File: config.mk
export PLATFORM = sky130hd
export DESIGN_NAME = reduce_serial_param
export DESIGN_NICKNAME = d
export VERILOG_FILES = /design/src/rtl/reduce_serial_param.sv
export SDC_FILE = /design/constraint.sdc
export NUM_CORES = 1
export LEC_CHECK = 0
export ABC_AREA = 1
export CAP_MARGIN = 25
export CORE_UTILIZATION = 28
export CTS_CLUSTER_SIZE = 25
export DETAILED_ROUTE_END_ITERATION = 16
export DONT_BUFFER_PORTS = 1
export PLACE_DENSITY_LB_ADDON = 0.08
export SYNTH_ARGS = -nofsm -noshare
export SYNTH_HDL_FRONTEND = slang
export SYNTH_SLANG_ARGS = --single-unit
File: constraint.sdc
create_clock -name clk -period 2.15 [get_ports clk]
set_clock_uncertainty 0.2 [all_clocks]
set_input_delay 0.645 -clock clk [delete_from_list [all_inputs] [get_ports clk]]
set_output_delay 0.645 -clock clk [all_outputs]
set_load 0.01 [all_outputs]
File: src/rtl/reduce_serial_param.sv
// rtl/reduce_serial_param.sv - serial chunked AND/OR/XOR/XNOR reduction of a WIDTH_I-bit vector
// Consumes CHUNK bits per RUN cycle, LSB chunk first; result registered on completion.
module reduce_serial_param #(
  parameter int WIDTH_I = 8,
  parameter int CHUNK   = 2
) (
  input  logic               clk,
  input  logic               rst,
  input  logic               start,
  input  logic [1:0]         mode,
  input  logic [WIDTH_I-1:0] in,
  output logic               busy,
  output logic               done,
  output logic               out
);

  localparam int N  = (CHUNK > 0) ? (WIDTH_I / CHUNK) : 1;
  localparam int CW = $clog2(N + 1);

  if (WIDTH_I < 1 || CHUNK < 1 || CHUNK > WIDTH_I || (WIDTH_I % CHUNK) != 0) begin : g_bad_param
    $error("reduce_serial_param: illegal WIDTH_I=%0d / CHUNK=%0d", WIDTH_I, CHUNK);
  end

  typedef enum logic [1:0] {S_IDLE, S_RUN, S_DONE} state_t;

  state_t             state;
  logic [WIDTH_I-1:0] sh;
  logic               acc;
  logic [1:0]         m;
  logic [CW-1:0]      cnt;
  logic [CHUNK-1:0]   chunk;
  logic               r;
  logic               acc_nxt;

  // XNOR folds with XOR and is inverted only once at the end.
  always_comb begin
    chunk = sh[CHUNK-1:0];
    case (m)
      2'b00:   r = &chunk;
      2'b01:   r = |chunk;
      default: r = ^chunk;
    endcase
    case (m)
      2'b00:   acc_nxt = acc & r;
      2'b01:   acc_nxt = acc | r;
      default: acc_nxt = acc ^ r;
    endcase
  end

  always_ff @(posedge clk) begin
    if (rst) begin
      state <= S_IDLE;
      busy  <= 1'b0;
      done  <= 1'b0;
      out   <= 1'b0;
      acc   <= 1'b0;
      sh    <= '0;
      m     <= 2'b00;
      cnt   <= '0;
    end else begin
      case (state)
        S_IDLE: begin
          if (start) begin
            state <= S_RUN;
            busy  <= 1'b1;
            sh    <= in;
            m     <= mode;
            cnt   <= '0;
            acc   <= (mode == 2'b00);
          end
        end
        S_RUN: begin
          acc <= acc_nxt;
          sh  <= sh >> CHUNK;
          cnt <= cnt + 1'b1;
          if (cnt == CW'(N - 1)) begin
            state <= S_DONE;
            busy  <= 1'b0;
            done  <= 1'b1;
            out   <= acc_nxt ^ (m == 2'b11);
          end
        end
        S_DONE: begin
          state <= S_IDLE;
          done  <= 1'b0;
        end
        default: begin
          state <= S_IDLE;
          busy  <= 1'b0;
          done  <= 1'b0;
        end
      endcase
    end
  end

endmodule

==> flow_metrics.tcl <==
set metrics [dict create \
    status "finished clean" \
    start_kind "flop" \
    synthFlopType "dfxtp_1" \
    cts_sinks 19 \
    synth-edff-count 0 \
    powerDensity_nw_per_um2 667.2 \
    hold_path_class "primary input to flop" \
    regToRegSetupSlack_ns 0.29 \
    numPortBuffers 0 \
    cts_buffers 3 \
    grt_util_all_layers_pct 13.14 \
    yosysTopAreaCell "dfxtp_1" \
    synth_fa_ha_area_share_pct 8.141 \
    synth_warnings 0 \
    die_h_microns 59.39 \
    cts_buffer_depth 2 \
    hold_violations 0 \
    critPathKind "flop to flop" \
    rsz0062_at_grt "false" \
    whs_path_depth 1 \
    start_util_pct 29.96 \
    synth_area_sq_um 922.1 \
    relSlewSlack_pct 78.73 \
    fin_util_pct 32.11 \
    worstSetupEndpointType "flop" \
    grt_pass1_vias 784 \
    yosysMostFrequentCell "nand2_1" \
    path_max_fanout 3 \
    peakVddDrop_v 0.0002053 \
    cts_resized 0 \
    fmax_ghz 0.5365 \
    num_vias 781 \
    dieWidth_microns 59.39 \
    grt_first_pass_wirelength_microns 3450 \
    synth_nets 146 \
    wl_met3_microns 105 \
    cap_violations 0 \
    synth-seq-area-share_pct 41.25 \
    fp.coreArea_sq_um 3078 \
    drc 0 \
    hold_start "rst" \
    synthSimpleGateAreaFrac_pct 27.68 \
    r2r_end "out" \
    overflow 0 \
    drive_gt1_share_pct 7.752 \
    fin_crit_sh_pct 86.69 \
    antenna_left 0 \
    reg2reg_depth 12 \
    syn_to_final_growth_pct 7.191 \
    drt_wl_total_microns 1951 \
    grt_max_degree 15 \
    synthCells 127 \
    antenna_found_initial 0 \
    ys_types 23 \
    stdcell_area_sq_um 988.4 \
    synth_top_family_by_area "simple AND/OR/NAND/NOR gates" \
    tightest_slew_ns 0.3187 \
    ys_ff_latch 19 \
    syn_area_per_cell_sq_um 7.261 \
    cts_tree "yes" \
    drtIter0Drc 22 \
    synthTopCellsByArea "dfxtp_1 41%, nand2_1 17%, ha_1 8.1%" \
    synthXorXnorAreaFrac_pct 0 \
    required_ns 2.16 \
    nNetsFinal 149 \
    top_layer_used "met4" \
    slew_violations 0 \
    pin_count 16 \
    first_pass_iters 5 \
    tns_ns 0 \
    worstSkewPairLatency_ns 0.29 \
    synthMuxAreaShare_pct 0 \
    detail_route.wl_per_cell_microns 11.28 \
    min_to "done" \
    netlist.area_leader.share_pct 41.25 \
    wl_met2_microns 902 \
    total_leakage_power_nw 0.4349 \
    cts_hold_buffers 0 \
    dieArea_sq_um 3527 \
    num_rows 20 \
    wl_met1_microns 926 \
    setup_viol 0 \
    viasPerCell 4.514 \
    arrival_ns 1.87 \
    placed_area_sq_um 962.2 \
    asyncSetResetFlopFracSynth_pct 0 \
    h-tree-depth 1 \
    n_antenna_cell 0 \
    root_buffer "clkbuf_4" \
    r2r-start "sh[1]" \
    synth-compound-area-share_pct 13.57 \
    post_cts_buffers 0 \
    hpwl_microns 1464 \
    fin_crit_ns 1.864 \
    synth.top_cells.by_count "41 x nand2_1, 19 x dfxtp_1, 16 x inv_1" \
    clk_pin_slew_ns 0.11 \
    gp_congestion 0.6979 \
]
[worst max-delay path by stage]
stage,to,depth (start not counted),startpoint,slack (ns)
2_1_floorplan,out,12,sh[1],0.42
3_3_place_gp,out,12,sh[1],0.31
3_5_place_dp,out,12,sh[1],0.29
4_1_cts,out,12,sh[1],0.27
5_1_grt,out,12,sh[1],0.10
6_report,out,12,sh[1],0.29
[worst max-delay path: stages (launching register included)]
cell	delay (ns)
dfxtp_1	0.37
inv_1	0.05
ha_1	0.27
nor2_1	0.04
nor2_1	0.10
nand2_1	0.07
ha_1	0.27
nand2_1	0.09
nand3_1	0.10
nand2_1	0.07
nand3_1	0.06
nand2_1	0.07
inv_1	0.03
[final cells by class]
cell class / instances / area, sq um
fill: 375 / 2090
multi-input combinational: 87 / 455.4
sequential: 19 / 380.4
inverter: 19 / 71.32
tap: 44 / 55.05
clock buffer: 4 / 26.28
[cell families (layout without fill, tap and decap cells)]
kind of cell / Yosys count / count (layout)
and+or+nand+nor: 59 / 59
adders and majority gates: 6 / 6
AOI/OAI and AO/OA: 22 / 22
buffers and inverters: 21 / 23
DFF: 19 / 19
[metal layers]
metal  vias to the layer above  global-route usage (%)
met4                         0                   2.041
met2                        15                   22.95
li1                        407                       -
met5                         -                       0
met3                         2                   4.367
met1                       357                   15.82
[state kept, by name, indices dropped and copies added, names as in the netlist]
name / flops
out: 1
busy: 1
acc: 1
sh: 8
state: 2
done: 1
m: 2
cnt: 3
[power breakdown]
group	internal [mW]	switching [mW]
Clock	0.0721	0.108
Sequential	0.372	0.0164
Combinational	0.0339	0.0569
Total	0.478	0.181
[stage by stage]
| step | total power [mW] | setup WS, ns | instances | hold slack, ns |
|---|---|---|---|---|
| 5_1_grt | 0.7092 | 0.1042 | 173 | 0.1706 |
| 4_1_cts | 0.6745 | 0.2658 | 173 | 0.1864 |
| 2_1_floorplan | 0.4723 | 0.4162 | 127 | 0.2283 |
| 3_5_place_dp | 0.4902 | 0.2882 | 169 | 0.2514 |
| 6_report | 0.6595 | 0.2861 | 173 | 0.1995 |
| 3_3_place_gp | 0.4882 | 0.3121 | 169 | 0.2457 |
[placed cells by master (no fill, tap or decap), types with 2 or more instances in the layout]
| cell | synthesis | final |
|---|---|---|
| nand2_4 | 2 | 2 |
| nand2_1 | 41 | 41 |
| inv_1 | 16 | 16 |
| inv_2 | 3 | 3 |
| nor2_1 | 7 | 7 |
| nand3_1 | 3 | 3 |
| ha_1 | 6 | 6 |
| dfxtp_1 | 19 | 19 |
| clkbuf_4 | 0 | 3 |
| o21ai_0 | 3 | 3 |
| o211ai_1 | 3 | 3 |
| a21oi_1 | 12 | 12 |
Power figures use the tool's default switching activity.
